File: src/rtl/voice_mix_scheduler_if.sv
// rtl/voice_mix_scheduler_if.sv - voice sample fetch handshake bundle
interface voice_mix_scheduler_if #(
    parameter int NVOICE = 4,
    parameter int DW     = 16
);
    logic [NVOICE-1:0]    sample_req;
    logic                 sample_chan;
    logic [NVOICE-1:0]    sample_ack;
    logic [NVOICE*DW-1:0] sample_data;

    modport master (
        output sample_req,
        output sample_chan,
        input  sample_ack,
        input  sample_data
    );

    modport slave (
        input  sample_req,
        input  sample_chan,
        output sample_ack,
        output sample_data
    );
endinterface

File: src/rtl/voice_mix_scheduler.sv
// rtl/voice_mix_scheduler.sv - per-half-frame voice poller, saturating mixer and bitcrusher
module voice_mix_scheduler #(
    parameter int NVOICE     = 4,
    parameter int DW         = 16,
    parameter int CRUSH_BITS = 8,
    parameter int ACK_TMO    = 64
) (
    input  logic                  clk_50,
    input  logic                  rst,
    input  logic                  daclrck,
    input  logic [NVOICE-1:0]     voice_en,
    input  logic                  bitcrush,
    voice_mix_scheduler_if.master bus,
    output logic [DW-1:0]         Din,
    output logic                  busy,
    output logic                  overrun,
    output logic [NVOICE-1:0]     ack_timeout
);
    localparam int AW = DW + $clog2(NVOICE);
    localparam int VW = $clog2(NVOICE + 1);
    localparam int TW = $clog2(ACK_TMO + 1);
    localparam logic signed [AW-1:0] SMAX = {{(AW-DW+1){1'b0}}, {(DW-1){1'b1}}};
    localparam logic signed [AW-1:0] SMIN = ~SMAX;
    localparam logic [DW-1:0] CMASK = {DW{1'b1}} << CRUSH_BITS;

    typedef enum logic [2:0] {IDLE, NEXT, REQ, SAT, OUT} state_t;

    state_t                 state;
    logic                   s1, s2, s3;
    logic                   lrck_edge;
    logic [VW-1:0]          v;
    logic [TW-1:0]          tmo;
    logic [NVOICE-1:0]      en_q;
    logic                   crush_q;
    logic                   chan_q;
    logic signed [AW-1:0]   acc;
    logic [DW-1:0]          res_q;

    logic                   en_v;
    logic                   ack_v;
    logic signed [DW-1:0]   slice;
    logic [NVOICE-1:0]      onehot;
    logic [DW-1:0]          sat_val;

    assign lrck_edge = s2 ^ s3;
    assign busy      = (state != IDLE);

    // Per-voice selection by compare rather than variable index keeps v's extra
    // terminal count bit out of the select path.
    always_comb begin
        en_v   = 1'b0;
        ack_v  = 1'b0;
        slice  = '0;
        onehot = '0;
        for (int i = 0; i < NVOICE; i++) begin
            if (v == VW'(i)) begin
                en_v      = en_q[i];
                ack_v     = bus.sample_ack[i];
                slice     = bus.sample_data[i*DW +: DW];
                onehot[i] = 1'b1;
            end
        end
    end

    always_comb begin
        sat_val = acc[DW-1:0];
        if (acc > SMAX)
            sat_val = SMAX[DW-1:0];
        else if (acc < SMIN)
            sat_val = SMIN[DW-1:0];
    end

    always_ff @(posedge clk_50) begin
        if (rst) begin
            state           <= IDLE;
            s1              <= 1'b0;
            s2              <= 1'b0;
            s3              <= 1'b0;
            v               <= '0;
            tmo             <= '0;
            en_q            <= '0;
            crush_q         <= 1'b0;
            chan_q          <= 1'b0;
            acc             <= '0;
            res_q           <= '0;
            Din             <= '0;
            overrun         <= 1'b0;
            ack_timeout     <= '0;
            bus.sample_req  <= '0;
            bus.sample_chan <= 1'b0;
        end else begin
            s1 <= daclrck;
            s2 <= s1;
            s3 <= s2;
            // A late edge is only flagged; the running scan owns the frame.
            if (lrck_edge && state != IDLE)
                overrun <= 1'b1;
            case (state)
                IDLE: begin
                    if (lrck_edge) begin
                        en_q    <= voice_en;
                        crush_q <= bitcrush;
                        chan_q  <= s2;
                        acc     <= '0;
                        v       <= '0;
                        state   <= NEXT;
                    end
                end
                NEXT: begin
                    if (v == VW'(NVOICE)) begin
                        state <= SAT;
                    end else if (!en_v) begin
                        v <= v + 1'b1;
                    end else begin
                        tmo             <= '0;
                        bus.sample_req  <= onehot;
                        bus.sample_chan <= chan_q;
                        state           <= REQ;
                    end
                end
                REQ: begin
                    if (ack_v) begin
                        acc            <= acc + AW'(slice);
                        v              <= v + 1'b1;
                        bus.sample_req <= '0;
                        state          <= NEXT;
                    end else if (tmo == TW'(ACK_TMO - 1)) begin
                        ack_timeout    <= ack_timeout | onehot;
                        v              <= v + 1'b1;
                        bus.sample_req <= '0;
                        state          <= NEXT;
                    end else begin
                        tmo <= tmo + 1'b1;
                    end
                end
                SAT: begin
                    res_q <= crush_q ? (sat_val & CMASK) : sat_val;
                    state <= OUT;
                end
                OUT: begin
                    Din   <= res_q;
                    state <= IDLE;
                end
                default: state <= IDLE;
            endcase
        end
    end
endmodule
File: src/flat_wrapper.sv
// flat-port wrapper written by rule: the top's interface ports become plain ports
module voice_mix_scheduler_flat 
#(
    parameter int NVOICE     = 4,
    parameter int DW         = 16,
    parameter int CRUSH_BITS = 8,
    parameter int ACK_TMO    = 64
)
  (clk_50, rst, daclrck, voice_en, bitcrush, Din, busy, overrun, ack_timeout, bus_sample_req, bus_sample_chan, bus_sample_ack, bus_sample_data);
  voice_mix_scheduler_if #(.NVOICE(NVOICE), .DW(DW)) bus_i ();
  input  logic clk_50;
  input  logic rst;
  input  logic daclrck;
  input  logic [NVOICE-1:0] voice_en;
  input  logic bitcrush;
  output logic [DW-1:0] Din;
  output logic busy;
  output logic overrun;
  output logic [NVOICE-1:0] ack_timeout;
  output wire logic [$bits(bus_i.sample_req)-1:0] bus_sample_req;
  output wire logic [$bits(bus_i.sample_chan)-1:0] bus_sample_chan;
  input wire logic [$bits(bus_i.sample_ack)-1:0] bus_sample_ack;
  input wire logic [$bits(bus_i.sample_data)-1:0] bus_sample_data;
  assign bus_sample_req = bus_i.sample_req;
  assign bus_sample_chan = bus_i.sample_chan;
  assign bus_i.sample_ack = bus_sample_ack;
  assign bus_i.sample_data = bus_sample_data;
  voice_mix_scheduler #(.NVOICE(NVOICE), .DW(DW), .CRUSH_BITS(CRUSH_BITS), .ACK_TMO(ACK_TMO)) u_core (.clk_50(clk_50), .rst(rst), .daclrck(daclrck), .voice_en(voice_en), .bitcrush(bitcrush), .bus(bus_i), .Din(Din), .busy(busy), .overrun(overrun), .ack_timeout(ack_timeout));
endmodule
File: config.mk
export PLATFORM = sky130hd
export DESIGN_NAME = voice_mix_scheduler_flat
export DESIGN_NICKNAME = d
export VERILOG_FILES = /design/src/rtl/voice_mix_scheduler_if.sv /design/src/rtl/voice_mix_scheduler.sv /design/src/flat_wrapper.sv
export SDC_FILE = /design/constraint.sdc
export NUM_CORES = 1
export LEC_CHECK = 0
export ABC_AREA = 1
export ABC_CLOCK_PERIOD_IN_PS = 5300
export BUFFER_PORTS_ARGS = -buffer_cell sky130_fd_sc_hd__buf_2
export CORE_UTILIZATION = 45
export DETAILED_ROUTE_END_ITERATION = 7
export PLACE_DENSITY = 0.8
export SLEW_MARGIN = 40
export SYNTH_ARGS = -nofsm -noshare
export SYNTH_HDL_FRONTEND = slang
export SYNTH_SLANG_ARGS = --single-unit
File: constraint.sdc
create_clock -name clk_50 -period 5.3 [get_ports clk_50]
set_input_delay 0.53 -clock clk_50 [delete_from_list [all_inputs] [get_ports clk_50]]
set_output_delay 0.53 -clock clk_50 [all_outputs]
set_load 0.03 [all_outputs]
== Word level (Yosys, flattened, before mapping) ==
Index checks and enable logic that the tools add are counted.
Storage, ports and cells
  register bits: 82
  latch bits: 0
  memory bits (writable): 0
  ROM bits: 0
  bits of input ports: 76
  logic and storage cells: 102
  memories kept: 0
Cells by class
  add/subtract/negate cells: 3
  multipliers: 0
  div/mod/pow operators: 0
  $lt $le $gt $ge: 2
  equal/unequal tests: 18
  shift operators: 0
  multiplexer cells: 44
  bitwise gates (word level): 4
  reductions and logical operators: 15
Operators by type and width (number)
  $mux 16: 6
  $mux 18: 2
  $pmux 18 s2: 1
  $mux 3: 10
  $mux 7: 4
  $add 18x16->18: 1
  $gt 18x16->1 const B: 1
  $lt 18x16->1 const B: 1
  $mux 4: 4
  $pmux 7 s2: 1
  $eq 3x2->1 const B: 4
  $mux 1: 12
  $pmux 3 s4: 1
  $reduce_and 3->1: 4
  $reduce_and 5->1: 2
  $pmux 3 s3: 1
  $mux 8: 1
  $ne 2x2->1 const B: 4
  $pmux 4 s2: 1
  $add 7x1->7 const B: 1
  $eq 7x6->1 const B: 1
  $eq 3x1->1 const B: 2
  $eq 3x3->1 const B: 2
  $logic_not 3->1: 2
  11 further kinds: 17

== Longest topological paths before layout ==
  word-level depth: 8
  mapped depth: 20
  depth with buffers taken out: 18

== Worst setup path after synthesis ==
OpenSTA, ideal clock, no wires.
  path type: flip-flop to flip-flop
  from: register u_core.v[2]
  to: register u_core.acc[8]
  library setup time: 0.133 ns
  arrival: 2.776 ns
  required time: 5.167 ns
  slack: 2.391 ns
  stages on the path, launching flop included: 16
  path buffers: 2
  period minus slack after synthesis: 2.909 ns
  cell sequence: dfxtp_1 -> inv_4 -> ha_1 -> inv_1 -> clkbuf_1 -> clkbuf_1 -> o21ai_0 -> o21ai_0 -> ha_1 -> or2_2 -> and2_1 -> nand2_1 -> nand2_1 -> or2_2 -> nand3_2 -> a21oi_2
Between the ends
  cells in the longest elaborated chain, start to end: 8
RTL lines
  from (decl): line voice_mix_scheduler.sv:31  | logic [VW-1:0] v;
  from (signal assigned): line voice_mix_scheduler.sv:113  | v <= v + 1'b1;
  from (signal assigned): line voice_mix_scheduler.sv:124  | v <= v + 1'b1;
  from (signal assigned): line voice_mix_scheduler.sv:129  | v <= v + 1'b1;
  $logic_not 3->1: line voice_mix_scheduler.sv:56  | if (v == VW'(i)) begin
  $mux 16 (4 in series): line voice_mix_scheduler.sv:56
  $add 18x16->18: line voice_mix_scheduler.sv:123  | acc <= acc + AW'(slice);
  $mux 18: line voice_mix_scheduler.sv:122  | if (ack_v) begin
  $pmux 18 s2: line voice_mix_scheduler.sv:98  | case (state)
  to (signal assigned): line voice_mix_scheduler.sv:123
  to (decl): line voice_mix_scheduler.sv:36  | logic signed [AW-1:0] acc;
Parallel ways exist; a longest one is shown, timed or not. The select of a mux whose other input is x is not followed.
A chain may end at the register's enable or synchronous reset.

== Worst setup path in the final report ==
Ends and elaborated chain as after synthesis.

==> impl_results.md <==
* Syn Area/Cell at between 6 and 7 um2
* Vias at around 4900
* Worst ir drop on vdd at 210 uV
* Final antenna-violating net count at 0
* Final #Nets at ~890
* Critical path required time at between 5 and 6 ns
* Clk pin slew, worst setup/hold paths at roughly 0.10 ns
* Post-synthesis register bit count at 82
* Die ar. at around 11000 um2
* CP max FO at 21
* Critical Path Start Type: register
* Worst slew margin at roughly 49%
* Area grow syn2layout at 16.6%
* Overall Power at 2.66 mW
* Async SR Flop Fraction at 0%
* CTS Hold Buffers Added at 0
* Total Neg Setup Slack at 0 ns
* Worst-Skew Late Latency at between 0.3 and 0.4 ns
* Max Root-Sink Buffers at 2
* Vias per cell at 5.19
* Die Y at about 110 um
* Cell variety after synth at 36
* # IOs at 103
* # setup viols final at 0
* # clock sinks at about 80
* Setup crit end kind: register
* Wirelength per Cell at around 13 um
* Initial antenna violation count at 0
* GR Overflow Total at 0
* First-pass GRT wire length at between 20 and 25 mm
* Port buffer count at around 100
* Vias in the first global route at approximately 4400
* Post-synthesis net count at 806
* Crit path time final at around 3.6 ns
* Row cnt at 37
* PostCTS Resize Cnt at 0
* Post-synth EDFFs at 0
* CTS root buf: clkbuf_8
* Fin cells at a little over 900
* Worst Skew at between 0.01 and 0.015 ns
* RSZ-0062 raised after global routing: no
* Pleak at between 2 and 3 nW
* Drt initial violations at 217
* Final WS setup at 1.70 ns
* Slew @ Worst Pin at between 0.7 and 0.8 ns
* CTS tree: built
* Final Hold Vio Count at 0
* Ys flop type: dfxtp_1
* Hold WS at 0.376 ns
* Max Fclk at ~0.28 GHz
* Final wirelength at roughly 12 mm
* Drc violations at 0
* HP Class: in2reg
* Synth warnings at 0
* DP Worst Slack at roughly 1.7 ns
* Initial Util at between 40% and 50%
* Crit path arrival time at 3.85 ns
* Period utilization at between 60 and 70%
* GPL Wtd Cong at ~0.9
* Share of cells above drive strength 1 at between 20% and 30%
* Drt pass-1 iters at 5
* Outcome: completed
* Core ar. at just over 10000 um2
* Syn Std Cell Area at just under 5000 um2
* PD cells at 474 nW/um2
* Post-CTS setup buffers at 0
* WS Path Type: reg2reg
* GRT Total Usage at between 20 and 25%
* Die X-Extent at approximately 110 um
* Largest net degree at the start of global routing at 53
* Seq/Total Area, Yosys at between 30% and 40%
* Final Slew Violations at 0
* Synthesized netlist cell count at 706
* TritonCTS buffer count at 9
* Number of diodes at 0
* HPWL after detailed placement at roughly 9.4 mm
* CTS H-tree depth at 3
* Max-cap violations at 0
* Placed Cells at roughly 920
[state kept, by name, indices dropped and copies added (netlist names), 3 cells and up]
register	flops
u_core.en_q	4
u_core.Din	16
u_core.bus.sample_req	4
u_core.tmo	7
u_core.ack_timeout	4
u_core.v	3
u_core.state	3
u_core.acc	18
u_core.res_q	16
[stage by stage]
stage,util [%],cell area [um2]
5_1_grt,54.3,5610
2_1_floorplan,-,4810
6_report,54.3,5610
3_3_place_gp,52.1,5370
3_5_place_dp,52.1,5380
4_1_cts,54.3,5610
[cells in the mapped netlist, types with 6 or more instances]
master | n | share of area, %
a21oi_1 | 67 | 7.0
a21oi_2 | 6 | 1.1
a221oi_1 | 15 | 2.7
clkbuf_1 | 21 | 1.6
dfxtp_1 | 82 | 34
ha_1 | 23 | 6.0
inv_1 | 50 | 3.9
nand2_1 | 168 | 13
nand3_1 | 41 | 4.3
nand3_2 | 8 | 1.7
nor2_1 | 86 | 6.7
o21ai_0 | 84 | 8.7
or2_2 | 11 | 1.4
[worst max-delay path, stage by stage, from the launching register on]
cell and delay [ns]:
dfxtp_1 0.40, inv_4 0.14, ha_1 0.67, inv_1 0.47
o21ai_0 0.17, o21ai_0 0.11, ha_1 0.24, fa_1 0.41
nand2_1 0.12, nand2_1 0.07, and2_1 0.15, nand2_1 0.06
nand2_1 0.07, or2_2 0.28, nand3_2 0.08, a21oi_2 0.05
[where the power goes]
part           total [mW]  internal (mW)  switching [mW]
clock               0.529          0.276           0.253
sequential          0.706          0.660          0.0460
combinational        1.43          0.494           0.931
[area by class of cell]
type / instances / area (um2)
Clock buffer: 9 / 124
Inverter: 57 / 219
Clock inverter: 7 / 109
Timing Repair Buffer: 102 / 513
Tap cell: 136 / 170
Multi-Input combinational cell: 542 / 2830
Fill cell: 1005 / 4710
Sequential cell: 82 / 1640
[logic make-up (layout without fill, tap and decap cells)]
family / count (synthesis) / in the layout / synth area share (%)
AO/OA/AOI/OAI: 174 / 174 / 20.0
XOR/XNOR: 4 / 4 / 0.729
adder cells (fa/ha/maj): 24 / 24 / 6.40
buffers and inverters: 82 / 175 / 6.97
flip-flops: 82 / 82 / 34.1
AND/OR/NAND/NOR: 340 / 340 / 31.7
[per-layer routing]
metal  up-vias  share of wire, %  track usage, %
met5         -                 0               0
met2       148                46            38.4
met4         0               2.0            8.25
met1      2162                46            30.0
met3        19               5.1            3.22
li1       2527                 -               -
[final timing paths]
check              start             to  slack, ns  cells past startpoint
max          u_core.v[2]  u_core.acc[8]       1.70                     15
min reg2reg    u_core.s1      u_core.s2       0.42                      2
min              daclrck      u_core.s1       0.38                      3
max reg2reg  u_core.v[2]  u_core.acc[8]       1.70                     15
[cells in the final DEF, fill, tap and decap left out, types with 6 or more instances in the layout]
cell type / count
clkbuf_8: 9
inv_1: 49
nor2_1: 86
o21ai_0: 84
nand2_1: 168
nand3_1: 41
or2_2: 11
a21oi_1: 67
a221oi_1: 15
ha_1: 23
nand3_2: 8
dfxtp_1: 82
buf_2: 101
a21oi_2: 6
Power figures use the tool's default switching activity.
